## src/rtl/clock_route_pkg.sv

```systemverilog
// Shared definitions for the clock route reconfiguration controller.
// Holds the sequencing state encoding, the default timing constants and a
// small helper used to size the phase counter.
package clock_route_pkg;

  typedef enum logic [2:0] {
    IDLE   = 3'd0,
    DRAIN  = 3'd1,
    SWITCH = 3'd2,
    SETTLE = 3'd3,
    CHECK  = 3'd4,
    DONE   = 3'd5
  } route_state_e;

  localparam int DEF_GAP_CYCLES     = 4;
  localparam int DEF_SETTLE_CYCLES  = 4;
  localparam int DEF_TIMEOUT_CYCLES = 64;

  function automatic int max3(input int a, input int b, input int c);
    int m;
    m = (a > b) ? a : b;
    return (m > c) ? m : c;
  endfunction

endpackage

```

## src/rtl/clock_sync_2ff.sv

```systemverilog
// Two-flop synchronizer for a single asynchronous bit.
// Ports:
//   clk - destination clock
//   rst - asynchronous active-high reset, clears both flops
//   d   - asynchronous input
//   q   - synchronized output (two clk edges of latency)
module clock_sync_2ff (
  input  logic clk,
  input  logic rst,
  input  logic d,
  output logic q
);

  logic meta_p0;
  logic sync_p1;

  always_ff @(posedge clk or posedge rst) begin
    if (rst) begin
      meta_p0 <= 1'b0;
      sync_p1 <= 1'b0;
    end else begin
      // stage 0: capture, may go metastable
      meta_p0 <= d;
      // stage 1: resolved copy
      sync_p1 <= meta_p0;
    end
  end

  assign q = sync_p1;

endmodule

```

## src/rtl/clock_route_path_ctrl.sv

```systemverilog
// Glitch-safe reconfiguration sequencer for a routed clock path.
// A request drops the route enable, waits GAP_CYCLES, switches the sync mux
// select, waits SETTLE_CYCLES, and (if the request asks for enable) re-enables
// the route and confirms that the routed clock is toggling via route_fb.
// All outputs are registered and follow the sequencer state by one edge.
// Ports:
//   clk, rst                - block clock, asynchronous active-high reset
//   req_valid/req_ready     - request handshake (ready only in IDLE)
//   req_sel, req_en         - target select and target enable
//   done_valid, done_err    - one-cycle completion pulse, err = feedback timeout
//   control_path_enable     - registered route output mux enable
//   clock_route_path_syncer - registered sync mux select
//   route_fb                - routed clock returned asynchronously
//   route_active            - feedback toggle confirmed since last accept
module clock_route_path_ctrl
  import clock_route_pkg::*;
#(
  parameter int GAP_CYCLES     = DEF_GAP_CYCLES,
  parameter int SETTLE_CYCLES  = DEF_SETTLE_CYCLES,
  parameter int TIMEOUT_CYCLES = DEF_TIMEOUT_CYCLES
) (
  input  logic clk,
  input  logic rst,
  input  logic req_valid,
  input  logic req_sel,
  input  logic req_en,
  output logic req_ready,
  output logic done_valid,
  output logic done_err,
  output logic control_path_enable,
  output logic clock_route_path_syncer,
  input  logic route_fb,
  output logic route_active
);

  localparam int CNT_MAX = max3(GAP_CYCLES, SETTLE_CYCLES, TIMEOUT_CYCLES);
  localparam int CNT_W   = $clog2(CNT_MAX + 1);

  localparam logic [CNT_W-1:0] GAP_LAST    = CNT_W'(GAP_CYCLES - 1);
  localparam logic [CNT_W-1:0] SETTLE_LAST = CNT_W'(SETTLE_CYCLES - 1);
  localparam logic [CNT_W-1:0] TO_LAST     = CNT_W'(TIMEOUT_CYCLES - 1);
  localparam logic [CNT_W-1:0] CNT_SAT     = CNT_W'(CNT_MAX);

  route_state_e     state, state_nxt;
  logic [CNT_W-1:0] cnt, cnt_nxt;

  logic en_cap, en_cap_nxt;
  logic sel_cap;
  logic res_ok, res_ok_nxt;
  logic res_err, res_err_nxt;

  logic enable_nxt, syncer_nxt, active_nxt;
  logic done_valid_nxt, done_err_nxt;

  logic fb_sync_p1;
  logic fb_dly_p2;
  logic fb_edge;

  // feedback stages 0-1: resynchronize the routed clock
  clock_sync_2ff u_fb_sync (
    .clk (clk),
    .rst (rst),
    .d   (route_fb),
    .q   (fb_sync_p1)
  );

  // feedback stage 2: one-cycle delay for edge detection
  always_ff @(posedge clk or posedge rst) begin
    if (rst) fb_dly_p2 <= 1'b0;
    else     fb_dly_p2 <= fb_sync_p1;
  end

  assign fb_edge   = fb_sync_p1 ^ fb_dly_p2;
  assign req_ready = (state == IDLE);

  always_ff @(posedge clk or posedge rst) begin
    if (rst) begin
      state <= IDLE;
      cnt   <= '0;
    end else begin
      state <= state_nxt;
      cnt   <= cnt_nxt;
    end
  end

  always_comb begin
    state_nxt      = state;
    en_cap_nxt     = en_cap;
    res_ok_nxt     = res_ok;
    res_err_nxt    = res_err;
    enable_nxt     = control_path_enable;
    syncer_nxt     = clock_route_path_syncer;
    active_nxt     = route_active;
    done_valid_nxt = 1'b0;
    done_err_nxt   = 1'b0;

    case (state)
      IDLE: begin
        if (req_valid) begin
          state_nxt   = DRAIN;
          en_cap_nxt  = req_en;
          res_ok_nxt  = 1'b0;
          res_err_nxt = 1'b0;
        end
      end
      DRAIN: begin
        enable_nxt = 1'b0;
        active_nxt = 1'b0;
        if (cnt == GAP_LAST) state_nxt = SWITCH;
      end
      SWITCH: begin
        enable_nxt = 1'b0;
        active_nxt = 1'b0;
        syncer_nxt = sel_cap;
        state_nxt  = SETTLE;
      end
      SETTLE: begin
        enable_nxt = 1'b0;
        active_nxt = 1'b0;
        if (cnt == SETTLE_LAST) state_nxt = en_cap ? CHECK : DONE;
      end
      CHECK: begin
        enable_nxt = 1'b1;
        // an edge in the last timeout cycle wins over the timeout
        if (fb_edge) begin
          res_ok_nxt = 1'b1;
          state_nxt  = DONE;
        end else if (cnt == TO_LAST) begin
          res_err_nxt = 1'b1;
          state_nxt   = DONE;
        end
      end
      DONE: begin
        // a timeout pulls the enable back down together with the error pulse
        enable_nxt     = en_cap & ~res_err;
        active_nxt     = res_ok;
        done_valid_nxt = 1'b1;
        done_err_nxt   = res_err;
        state_nxt      = IDLE;
      end
      default: state_nxt = IDLE;
    endcase

    // cleared on every state change, saturates instead of wrapping
    if (state_nxt != state)  cnt_nxt = '0;
    else if (cnt == CNT_SAT) cnt_nxt = cnt;
    else                     cnt_nxt = cnt + 1'b1;
  end

  always_ff @(posedge clk or posedge rst) begin
    if (rst) begin
      en_cap                  <= 1'b0;
      res_ok                  <= 1'b0;
      res_err                 <= 1'b0;
      control_path_enable     <= 1'b0;
      clock_route_path_syncer <= 1'b0;
      route_active            <= 1'b0;
      done_valid              <= 1'b0;
      done_err                <= 1'b0;
    end else begin
      en_cap                  <= en_cap_nxt;
      res_ok                  <= res_ok_nxt;
      res_err                 <= res_err_nxt;
      control_path_enable     <= enable_nxt;
      clock_route_path_syncer <= syncer_nxt;
      route_active            <= active_nxt;
      done_valid              <= done_valid_nxt;
      done_err                <= done_err_nxt;
    end
  end

  // captured select is pure data and only read after an accept
  always_ff @(posedge clk) begin
    if (state == IDLE && req_valid) sel_cap <= req_sel;
  end

endmodule

```

## config.mk

```make
export PLATFORM = sky130hd
export DESIGN_NAME = clock_route_path_ctrl
export DESIGN_NICKNAME = d
export VERILOG_FILES = /design/src/rtl/clock_route_pkg.sv /design/src/rtl/clock_sync_2ff.sv /design/src/rtl/clock_route_path_ctrl.sv
export SDC_FILE = /design/constraint.sdc
export NUM_CORES = 1
export LEC_CHECK = 0
export BUFFER_PORTS_ARGS = -buffer_cell sky130_fd_sc_hd__buf_2
export CAP_MARGIN = 30
export CORE_MARGIN = 10
export CORE_UTILIZATION = 50
export CTS_CLUSTER_DIAMETER = 100
export DETAILED_ROUTE_END_ITERATION = 7
export HOLD_SLACK_MARGIN = 0.06
export PLACE_DENSITY = 0.7
export SETUP_SLACK_MARGIN = 0.4
export SLEW_MARGIN = 0
export SYNTH_ARGS = -nofsm -noshare
export SYNTH_HDL_FRONTEND = slang
export SYNTH_HIERARCHICAL = 1
export SYNTH_SLANG_ARGS = --single-unit
```

## constraint.sdc

```tcl
create_clock -name clk -period 3.8 [get_ports clk]
set_input_delay 0.38 -clock clk [delete_from_list [all_inputs] [get_ports clk]]
set_output_delay 0.38 -clock clk [all_outputs]
set_load 0.005 [all_outputs]
```

## Word level (Yosys, flattened, before mapping)

Cells that the tools add are included.

- $add $sub $neg: 1
- $mul: 0
- Div/mod/pow operators: 0
- Order comparisons: 0
- Equal/unequal tests: 14
- Shifts and indexed selects: 0
- Mux-type cells: 19
- Bitwise operators: 3
- Reduce and logical (&&, ||, !) cells: 9

Operators with widths:

| kind | number |
|---|---|
| 2-to-1 mux 3 bit | 5 |
| one-hot mux 3 bit (5 select lines) | 1 |
| 2-to-1 mux 7 bit | 2 |
| != test 2 bit (second input constant) | 5 |
| adder 7 x 1 -> 7 bit (second input constant) | 1 |
| == test 7 x 2 -> 1 bit (second input constant) | 1 |
| == test 7 x 6 -> 1 bit (second input constant) | 1 |
| == test 7 bit (second input constant) | 1 |
| 2-to-1 mux 1 bit | 7 |
| == test 3 x 2 -> 1 bit (second input constant) | 2 |
| == test 3 bit (second input constant) | 2 |
| one-hot mux 1 bit (2 select lines) | 3 |
| AND reduction 4 bit | 1 |
| nonzero test 2 bit | 2 |
| == test 3 x 1 -> 1 bit (second input constant) | 1 |
| zero test 3 bit | 1 |
| != test 3 bit | 1 |
| one-hot mux 1 bit (3 select lines) | 1 |
| AND reduction 3 bit | 1 |
| nonzero test 3 bit | 1 |
| OR reduction 3 bit | 1 |
| AND reduction 2 bit | 1 |
| AND 1 bit | 1 |
| logical AND 1 bit | 1 |
| 2 further kinds | 2 |

- Flip-flop bits (word level): 22
- Bits in latches: 0
- RAM bits: 0
- Memory bits (read-only): 0
- Input port bits: 6
- Logic and storage cells: 60
- Memories kept: 0

## Depth between registers and ports, before layout

- Word-level depth: 6
- Mapped depth: 5
- Gate-level depth less buffers: 5

## Modules after synthesis

The synthesis kept the hierarchy.

Modules (own cells, without submodules):

| module | times used | cells each | area each (um^2) | sequential area each (um^2) |
|---|---|---|---|---|
| clock_route_path_ctrl | 1 | 93 | 959.7 | 505.5 |
| clock_sync_2ff | 1 | 3 | 53.8 | 50.0 |

## Worst setup path before layout

Ideal clock, no wire load.

- Path kind: register to register
- From: register state[1]
- To: register cnt[0]
- Setup time: 0.139 ns
- Data arrival time: 1.505 ns
- Data required time: 3.661 ns
- Slack: 2.156 ns
- Cell stages (with the launch flop): 5
- Period minus slack after synthesis: 1.644 ns
- Cells stage by stage: dfrtp_1 or3b_1 or4_4 o211ai_2 nor3_1

- Longest elaborated chain between the ends: 5
- Elaborated cells on any way between the ends: 14
- Classes of those cells: eq/ne: 6; mux: 7; reduce/logical: 1

RTL lines:

| element | RTL line | text |
|---|---|---|
| from (decl) | clock_route_path_ctrl.sv:44 | `route_state_e state, state_nxt;` |
| from (signal assigned) | clock_route_path_ctrl.sv:81 | `state <= state_nxt;` |
| 2-to-1 mux 3 bit | clock_route_path_ctrl.sv:128 | `end else if (cnt == TO_LAST) begin` |
| 2-to-1 mux 3 bit | clock_route_path_ctrl.sv:125 | `if (fb_edge) begin` |
| one-hot mux 3 bit (5 select lines) | clock_route_path_ctrl.sv:97 | `case (state)` |
| != test 3 bit (*) | clock_route_path_ctrl.sv:145 | `if (state_nxt != state) cnt_nxt = '0;` |
| != test 2 bit (no line) / 2-to-1 mux 7 bit (equally long branches) | n/a |  |
| to (signal assigned) | clock_route_path_ctrl.sv:82 | `cnt <= cnt_nxt;` |
| to (decl) | clock_route_path_ctrl.sv:45 | `logic [CNT_W-1:0] cnt, cnt_nxt;` |

Mark *: on every way between the ends. The rest lies on a longest branch, timed or not.
A chain may end at the register's enable or synchronous reset.

## Worst setup path after layout

- From: register state[2]
- To: register cnt[3]

The elaborated chain is that of the path after synthesis.

==> impl_metrics.toml <==
[synthesis]
synth_flop_cell = "dfrtp_1"
synth_area_leaders = "dfrtp_1 (52%), xor2_1 (4.3%), nand3_1 (4.0%)"
synth_top_family_by_area = "simple AND/OR/NAND/NOR gates"
ys_types = 32
postSynthAreaPerCell_um2 = 10.6
synth_xor_area_share_pct = 6.05
synthAdderAreaFrac_pct = 2.47
synth_top_cell_by_area = "dfrtp_1"
yosys_warnings = 6
synth_compound_area_share_pct = 10.2
synthCells = 96
async_reset_ff_share_pct = 95.5
synth_top_area_share_pct = 51.9
synth_seq_area_share_pct = 54.8
synth_nets = 104
synth_mux_area_share_pct = 2.10
synth_area_um2 = 1010
synth-edff-count = 1
ys_ff_latch = 22
synthSimpleGateAreaFrac_pct = 20.6

[timing]
clock_skew_ns = 0.0111
period_needed_ns = 1.99
fin_tns_setup_ns = 0
setup_violations = 0
hold_viol = 0
tightestPinTransition_ns = 0.719
fmax_mhz = 503
rsz0062_at_grt = "no"
fin_crit_sh_pct = 52.3
slew_headroom_pct = 52.0
report.final.slew_viol_count = 0

[clock_network]
hold_buffers = 1
cts_buffer_depth = 2
cts_resized = 0
cts_root_buffer = "clkbuf_4"
clk_pin_slew_ns = 0.12
cts_tree = "yes"
cts_setup_buffers = 0
numCtsBuffers = 3
insertion_delay_ns = 0.30
cts.sinks = 22
htreeDepth = 1

[placement]
hpwl_um = 1280
io_buffers = 11
place_area_um2 = 1090
place.gp.congestion = 0.782

[min_path]
hold_path.class = "in -> reg"

[global_route]
overflow = 0
met2_usage_pct = 16.0
grt_usage_pct = 9.47
grt_pass1_vias = 761
antenna_found_initial = 0
grt_busiest_layer = "met2"
grt_start_max_net_pins = 20
grt_util_met3_pct = 3.09
met1_usage_pct = 10.3
grt_pass1_wl_um = 3250

[run]
maxCapViolCount = 0

[pwr]
power_density_nw_per_um2 = 631
power_leakage_uw = 0.000544
ir_drop_uv = 342

[detailed_routing]
firstDrtPassIters = 4
drtIter0Drc = 27
viasPerCell = 5.38
vias = 731
ant_nets = 0
post-route-drc-count = 0
wl_um = 1790
routedWlPerCell_um = 13.1

[die]
rows = 16
core_um2 = 1940
io_pins = 12
die_w_um = 65.0
die_area_um2 = 4230
fp.dieH_um = 65.0
start_util_pct = 52.2

[critical_path]
worst-setup-path-type = "reg -> reg"
cp-end-kind = "flop"
start_kind = "flop"
arrival_ns = 2.17
worstPathRequired_ns = 3.98
cp_max_fo = 14

[final_layout]
finalNetCount = 118
final_common_cell = "dfrtp_1"
area_delta_synth_final_pct = 13.8
num_antenna_cells = 0
final_cell_mix = "dfrtp_1 (21), buf_2 (11), nand3_1 (8), nor3_1 (8), inv_1 (7)"
drive_gt1_share_pct = 17.4
design_area_um2 = 1150

[outcome]
outcome = "completed"
## Yosys cell counts, drive strengths merged, types with 2 or more instances
cell / number
o21ai: 4
dfrtp: 21
a21oi: 5
xor2: 5
nand2b: 3
inv: 7
nand2: 3
ha: 2
nor2: 5
clkbuf: 3
xnor2: 2
nor2b: 2
nor3: 8
nand3: 8
## worst paths after layout
path	end	cells after the start	slack (ns)	from
min reg2reg	u_fb_sync/q$_DFF_PP0_	0	0.37	u_fb_sync/meta_p0$_DFF_PP0_
max reg2reg	cnt[3]$_DFFE_PP0P_	4	1.81	state[2]$_DFF_PP0_
max in group asynchronous	res_err$_DFFE_PP0P_	3	2.60	rst
min in group asynchronous	u_fb_sync/meta_p0$_DFF_PP0_	3	0.47	rst
min	u_fb_sync/meta_p0$_DFF_PP0_	1	0.17	route_fb
max	cnt[3]$_DFFE_PP0P_	4	1.81	state[2]$_DFF_PP0_
## sequential cells by signal, summed over array words and instances, names as in the netlist
signal                   count
route_active                 1
u_fb_sync/q                  1
control_path_enable          1
clock_route_path_syncer      1
fb_dly_p2                    1
res_err                      1
res_ok                       1
sel_cap                      1
done_valid                   1
cnt                          7
u_fb_sync/meta_p0            1
en_cap                       1
done_err                     1
state                        3
## cells by family (layout without fill, tap and decap cells)
kind of cell | count (synthesis) | count (layout)
adders and majority gates | 2 | 2
xor gates and xnor gates | 7 | 7
DFF | 22 | 22
and+or+nand+nor | 37 | 37
AOI/OAI and AO/OA | 16 | 16
buffers and inverters | 10 | 23
muxes | 2 | 2
## per-stage QoR
step / cells / hold WS (ns) / util (%) / power (uW) / setup WS [ns]
2_1_floorplan: 96 / 0.121 / - / 505 / 2.16
3_5_place_dp: 131 / 0.242 / 56.2 / 560 / 1.84
3_3_place_gp: 131 / 0.239 / 56.2 / 551 / 1.92
4_1_cts: 136 / 0.164 / 59.4 / 737 / 1.81
5_1_grt: 136 / 0.152 / 59.4 / 788 / 1.70
6_report: 136 / 0.172 / 59.4 / 728 / 1.81
## per-layer routing
layer  part of all wire [%]  vias to the layer above  wire length [um]
met5                      0                        -                 0
met4                    2.9                        0                52
met3                    4.0                        6                71
li1                       -                      361                 -
met2                     48                       12               850
met1                     45                      352               813
## final cells by class
cell class | instances | area, um2
Clock buffer | 3 | 22.5
Clock inverter | 1 | 30.0
Fill cell | 173 | 788
Inverter | 7 | 26.3
Multi-Input combinational cell | 64 | 420
Sequential cell | 22 | 556
Tap cell | 27 | 33.8
Timing Repair Buffer | 12 | 65.1
## where the power goes
group	internal [uW]	total (uW)	switching, uW	leakage [uW]
logic	92.4	196	104	0.000237
clock network	107	175	68.2	0.0000279
registers	287	357	69.6	0.000280
total	486	728	242	0.000544
## critical path, stage by stage, from the launching register on
cell and delay, ns:
dfrtp_1 0.60, or3b_1 0.43, or4_4 0.55, o211ai_2 0.17
nor3_1 0.12
(Power assumes the default switching activity.)
